## src/rtl/counters_pkg.sv

```systemverilog
// Shared types and constants for the timing/counter library.
package counters_pkg;

    localparam int unsigned DEFAULT_CNT_WIDTH = 4;

    typedef enum logic [1:0] {
        IDLE = 2'b00,
        RUN  = 2'b01,
        DONE = 2'b10
    } cnt_state_t;

endpackage

```

## src/rtl/down_counter_ld.sv

```systemverilog
// Loadable down-counter/timer with one-shot and auto-reload modes.
// Terminal count is reached at count_out==1; tc_pulse marks the reload/finish edge.
module down_counter_ld
    import counters_pkg::*;
#(
    parameter int unsigned WIDTH = DEFAULT_CNT_WIDTH
) (
    input  logic             clock,
    input  logic             reset_L,
    input  logic             load,
    input  logic [WIDTH-1:0] load_value,
    input  logic             start,
    input  logic             stop,
    input  logic             enable,
    input  logic             auto_reload,
    output logic [WIDTH-1:0] count_out,
    output logic             busy,
    output logic             done,
    output logic             tc_pulse
);

    cnt_state_t       state_q, state_d;
    logic [WIDTH-1:0] count_q, count_d;
    logic [WIDTH-1:0] reload_q, reload_d;
    logic             tc_q, tc_d;
    logic [WIDTH-1:0] eff_rv;

    // A load in the same cycle bypasses the reload register.
    assign eff_rv = load ? load_value : reload_q;

    always_ff @(posedge clock or negedge reset_L) begin
        if (!reset_L) begin
            state_q  <= IDLE;
            count_q  <= '0;
            reload_q <= '0;
            tc_q     <= 1'b0;
        end else begin
            state_q  <= state_d;
            count_q  <= count_d;
            reload_q <= reload_d;
            tc_q     <= tc_d;
        end
    end

    always_comb begin
        state_d  = state_q;
        count_d  = count_q;
        reload_d = load ? load_value : reload_q;
        tc_d     = 1'b0;

        unique case (state_q)
            IDLE: begin
                if (load) begin
                    count_d = load_value;
                end
                if (start && !stop) begin
                    count_d = eff_rv;
                    if (eff_rv == '0) begin
                        state_d = DONE;
                        tc_d    = 1'b1;
                    end else begin
                        state_d = RUN;
                    end
                end
            end

            RUN: begin
                if (stop) begin
                    state_d = IDLE;
                end else if (enable) begin
                    if (count_q == WIDTH'(1)) begin
                        tc_d = 1'b1;
                        if (auto_reload) begin
                            count_d = eff_rv;
                            if (eff_rv == '0) begin
                                state_d = DONE;
                            end
                        end else begin
                            count_d = '0;
                            state_d = DONE;
                        end
                    end else begin
                        count_d = count_q - WIDTH'(1);
                    end
                end
            end

            DONE: begin
                if (stop) begin
                    state_d = IDLE;
                end else if (start) begin
                    count_d = eff_rv;
                    if (eff_rv == '0) begin
                        tc_d = 1'b1;
                    end else begin
                        state_d = RUN;
                    end
                end
            end

            default: begin
                state_d = IDLE;
            end
        endcase
    end

    assign count_out = count_q;
    assign busy      = (state_q == RUN);
    assign done      = (state_q == DONE);
    assign tc_pulse  = tc_q;

endmodule

```

## config.mk

```make
export PLATFORM = sky130hd
export DESIGN_NAME = down_counter_ld
export DESIGN_NICKNAME = d
export VERILOG_FILES = /design/src/rtl/counters_pkg.sv /design/src/rtl/down_counter_ld.sv
export SDC_FILE = /design/constraint.sdc
export NUM_CORES = 1
export LEC_CHECK = 0
export CELL_PAD_IN_SITES_DETAIL_PLACEMENT = 0
export CELL_PAD_IN_SITES_GLOBAL_PLACEMENT = 2
export CORE_ASPECT_RATIO = 1.1
export CORE_UTILIZATION = 33
export DETAILED_ROUTE_END_ITERATION = 7
export PLACE_DENSITY = 0.95
export SYNTH_ARGS = -nofsm -noshare
export SYNTH_HDL_FRONTEND = slang
export SYNTH_SLANG_ARGS = --single-unit
```

## constraint.sdc

```tcl
create_clock -name clock -period 2.8 [get_ports clock]
set_clock_uncertainty 0.1 [all_clocks]
set_input_delay 0.7 -clock clock [delete_from_list [all_inputs] [get_ports clock]]
set_output_delay 0.7 -clock clock [all_outputs]
set_load 0.005 [all_outputs]
```

## Yosys cells after proc, flatten, opt, wreduce, memory -nomap -nowiden

Cells that the tools add are included.

| cells by class | value |
|---|---|
| eq/ne operators | 14 |
| shifts and indexed selects | 0 |
| bitwise operators | 0 |
| reductions and logical operators | 7 |
| multiply operators | 0 |
| mux-type cells | 29 |
| add/sub/neg operators | 1 |
| div/mod/pow operators | 0 |
| order comparisons | 0 |

Operators by type and width:

| operator | count |
|---|---|
| two-way mux 4 bit | 9 |
| two-way mux 2 bit | 10 |
| inequality test 3 bit, second input constant | 4 |
| case mux 4 bit (3 select lines) | 1 |
| AND reduction 6 bit | 2 |
| inequality test 2 bit, second input constant | 5 |
| two-way mux 1 bit | 7 |
| case mux 2 bit (3 select lines) | 1 |
| equality test 4 x 1 -> 1 bit, second input constant | 1 |
| zero test 4 bit | 1 |
| inequality test 4 x 3 -> 1 bit, second input constant | 1 |
| subtractor 4 x 1 -> 4 bit, second input constant | 1 |
| inequality test 3 x 2 -> 1 bit, second input constant | 1 |
| case mux 1 bit (3 select lines) | 1 |
| nonzero test 3 bit | 1 |
| equality test 2 x 1 -> 1 bit, second input constant | 1 |
| equality test 2 bit, second input constant | 1 |
| zero test 2 bit | 1 |
| logical AND 1 bit | 1 |
| zero test 1 bit | 1 |

| storage, ports and cells | value |
|---|---|
| word-level logic and storage cells | 55 |
| input bits | 11 |
| memories kept | 0 |
| output and inout bits | 7 |
| memory bits (writable) | 0 |
| bits in latches | 0 |
| bits in read-only memories | 0 |
| bits in registers | 11 |

## Longest topological paths before layout

Gate-level depths: netlist of the first run.

| logic depth | value |
|---|---|
| word-level depth | 8 |
| depth in mapped cells | 7 |
| depth with buffers taken out | 7 |

## Worst setup path after synthesis of the first run

No wires, ideal clock.

| path | value |
|---|---|
| path kind | input port to flip-flop |
| start | input port load |
| end | register state_q[1] |
| stages | 6 |
| slack | 0.470 ns |
| data required time | 2.575 ns |
| arrival time | 2.105 ns |
| library setup time | 0.125 ns |
| buffers on the path | 1 |
| cell sequence | buf_6 -> or4_4 -> o22ai_4 -> o21ai_2 -> a21oi_2 -> mux2_4 |

| between the ends | value |
|---|---|
| cells in the longest elaborated chain, start to end | 5 |
| elaborated cells on any way between the ends | 8 |
| classes of those cells | 2 x eq/ne; 4 x mux; 2 x reduce/logical |

Ends and longest elaborated chain:

| item | line | source |
|---|---|---|
| from (decl) | down_counter_ld.sv:10 | `input logic load,` |
| two-way mux 4 bit (*) | -- |  |
| zero test 4 bit (*) | down_counter_ld.sv:58, down_counter_ld.sv:75, down_counter_ld.sv:93 |  |
| two-way mux 2 bit | down_counter_ld.sv:58 | `if (eff_rv == '0) begin` |
| two-way mux 2 bit | down_counter_ld.sv:56 | `if (start && !stop) begin` |
| case mux 2 bit (3 select lines) | down_counter_ld.sv:51 | `unique case (state_q)` |
| to (signal assigned) | down_counter_ld.sv:38 | `state_q <= state_d;` |
| to (decl) | down_counter_ld.sv:22 | `cnt_state_t state_q, state_d;` |

Mark *: on every way between the ends. The rest lies on a longest branch, timed or not. The select of a mux whose other input is x is not followed.
A chain may end at the register's enable or synchronous reset.

## Final worst setup path of the first run

Ends and elaborated chain as after synthesis.

==> results.yml, run 1 <==
power_and_ir_drop:
  peakVddDrop_mv: 0.669
  p_leak_nw: 0.497
  p_per_area_nw_per_um2: 914
critical_path:
  startpoint_type: "input pin"
  reg2reg_depth: 7
  required_ns: 2.86
  rrSetupSlack_ns: 0.80
  worstReg2RegStart: "state_q[1]"
  cp.arrival_ns: 2.56
  path_class: "in2reg"
  cp-end-kind: "register"
  rr_endpoint: "state_q[1]"
  path_max_fanout: 5
yosys:
  syn_inst: 93
  syn_nets: 110
  ys_ff_latch: 11
  yosysWarningCount: 0
  synth_edf_count: 0
  synth-compound-area-share_pct: 27.9
  synthAdderAreaFrac_pct: 8.51
  synthTopCellsByArea: "dfrtp_1, ha_1, nor2b_1"
  yosys.area.top_type: "dfrtp_1"
  synth_mux_area_share_pct: 9.08
  synth_seq_area_share_pct: 31.2
  syn_avg_cell_area_um2: 9.48
  synth_top_family_by_area: "compound AO/OA/AOI/OAI gates"
  ys_types: 38
  synth_ff_type: "dfrtp_1"
  synth_xor_area_share_pct: 0
  yosys.area_share.simple_pct: 18.2
  synth.top_cell.area_share_pct: 31.2
  async_flop_share_pct: 100
  synthesis.area_um2: 882
flow_run:
  maxCapViolCount: 0
hold_path:
  min_from: "reload_q[3]"
  min_to: "reload_q[3]"
  hold_class: "reg2reg"
  holdPathStages: 1
placed_design:
  place_ws_ns: 0.00903
  portBuffers: 17
  gpl.final_weighted_congestion: 0.888
  place_hpwl_um: 1730
cells_and_area:
  drive_above_1_share_pct: 16.9
  n_antenna_cell: 0
  fill_cells: 272
  fin_nets: 136
  area_growth_pct: 30.1
die:
  core_um2: 2520
  dieWidth_um: 51.3
  start_util_pct: 35.0
  die_y_um: 56.2
  pin_count: 18
  rows: 19
  dieArea_um2: 2880
drt:
  vias_per_cell: 5.34
  ant_nets: 0
  avgRoutedWirePerCell_um: 14.8
  vias: 795
  route.detailed.drc: 0
  drtIter0Drc: 15
  first_pass_iters: 4
  routed_wl_um: 2210
run_status:
  status: "finished clean"
clocking:
  postCtsSetupBuffers: 0
  cts_tree: "built"
  cts_root_buf: "clkbuf_4"
  cts_hold_buf: 0
  cts_buffers: 3
  cts.sinks: 11
  cts_max_path_buffers: 2
  worstSkewPairLatency_ns: 0.27
  cts.clk_slew.worst_paths_ns: 0.08
  htreeDepth: 1
  cts_resized: 0
grt:
  grt_pass1_vias: 793
  overflow: 0
  grtUsageTotal_pct: 17.4
  grt_antenna_before_repair: 0
  grt_max_degree: 12
  grt_pass1_wl_um: 3710
sta:
  finalSetupViolCount: 0
  slew-limit-headroom_pct: 63.1
  finalSetupTns_ns: 0
  drv_slew: 0
  hold_violations: 0
  fin_crit_ns: 2.49
  fin_crit_sh_pct: 89.1
  rsz0062_at_grt: "false"
  setup_ws_ns: 0.306
  max_freq_mhz: 401
  tightestPinTransition_ns: 0.550
## cells by family after synthesis
| family | Yosys count |
|---|---|
| AOI/OAI and AO/OA | 31 |
| and+or+nand+nor | 28 |
| DFF | 11 |
| buffers and inverters | 10 |
| muxes | 7 |
| adders and majority gates | 6 |
## cells in the mapped netlist, types with 4 or more instances
cell,instances
a211oi_1,5
nor2_1,7
mux2_2,4
a21oi_1,5
dfrtp_1,11
nor2b_1,8
nand2_1,5
inv_1,8
ha_1,6
## worst max-delay path, stage by stage
cell,delay [ns]
clkdlybuf4s50_1,0.54
or4b_1,0.50
o22ai_4,0.22
o21ai_2,0.08
a21oi_2,0.20
mux2_4,0.31
## sequential cells by signal (all words and copies together) (netlist names)
name,cells
state_q,2
tc_pulse,1
reload_q,4
count_out,4
## routing by layer
metal	global-route usage, %	up-vias	part of all wire (%)
li1	-	392	-
met1	21.6	371	43
met2	29.5	28	51
met3	6.01	4	6.1
met4	2.32	0	0.81
met5	0	-	0
## worst max path at each step
stage	depth (start not counted)	endpoint	start
final	6	state_q[1]	load
after global routing	6	state_q[1]	load
after CTS	6	state_q[1]	load
after detailed placement	6	state_q[1]	load
after global placement	6	state_q[1]	load
after floorplan	6	state_q[1]	load
## area by class of cell
cell class	count	area [um^2]	share of cell area (%)
inverter	8	30.0	2.62
multi-input combinational	72	562	49.0
timing repair buffer	23	215	18.8
tap	31	38.8	3.38
sequential	11	275	24.0
clock buffer	4	26.3	2.29
## power by group
part | leakage, nW | internal [mW] | switching, mW
combinational | 0.347 | 0.340 | 0.322
sequential | 0.135 | 0.210 | 0.0658
clock | 0.0150 | 0.0552 | 0.0563
total | 0.497 | 0.605 | 0.444
## through the flow
step / area, um^2 / hold slack [ns] / instances / power [mW] / utilization, %
2_1_floorplan: 882 / 0.304 / 93 / 0.708 / -
3_3_place_gp: 1120 / 0.452 / 145 / 0.925 / 44.5
3_5_place_dp: 1120 / 0.466 / 145 / 0.940 / 44.5
4_1_cts: 1150 / 0.481 / 149 / 1.06 / 45.5
5_1_grt: 1150 / 0.496 / 149 / 1.14 / 45.5
6_report: 1150 / 0.472 / 149 / 1.05 / 45.5
## layout by cell type (no fill, tap or decap), drive strengths merged, types with 2 or more instances in the layout
| master | n |
|---|---|
| clkbuf | 4 |
| dfrtp | 11 |
| o22ai | 2 |
| nor3b | 3 |
| ha | 6 |
| o21bai | 2 |
| a22o | 2 |
| a21oi | 6 |
| o21ai | 4 |
| a211oi | 5 |
| nand2 | 5 |
| nor2 | 7 |
| buf | 6 |
| nor2b | 8 |
| inv | 8 |
| a21o | 2 |
| clkdlybuf4s50 | 17 |
| mux2i | 2 |
| mux2 | 5 |
(Power assumes the default switching activity.)
==> run 2, diff against run 1 <==
HOLD_SLACK_MARGIN = 0.06   (was not set)
==> results of run 2 <==
No change in the layout: final DEF, timing and power equal those of run 1.
==> run 3, diff against run 2 <==
CAP_MARGIN = 15   (was not set)
HOLD_SLACK_MARGIN = not set   (was 0.06)
SLEW_MARGIN = 15   (was not set)
==> results of run 3 <==
No change in the layout: final DEF, timing and power equal those of run 1.
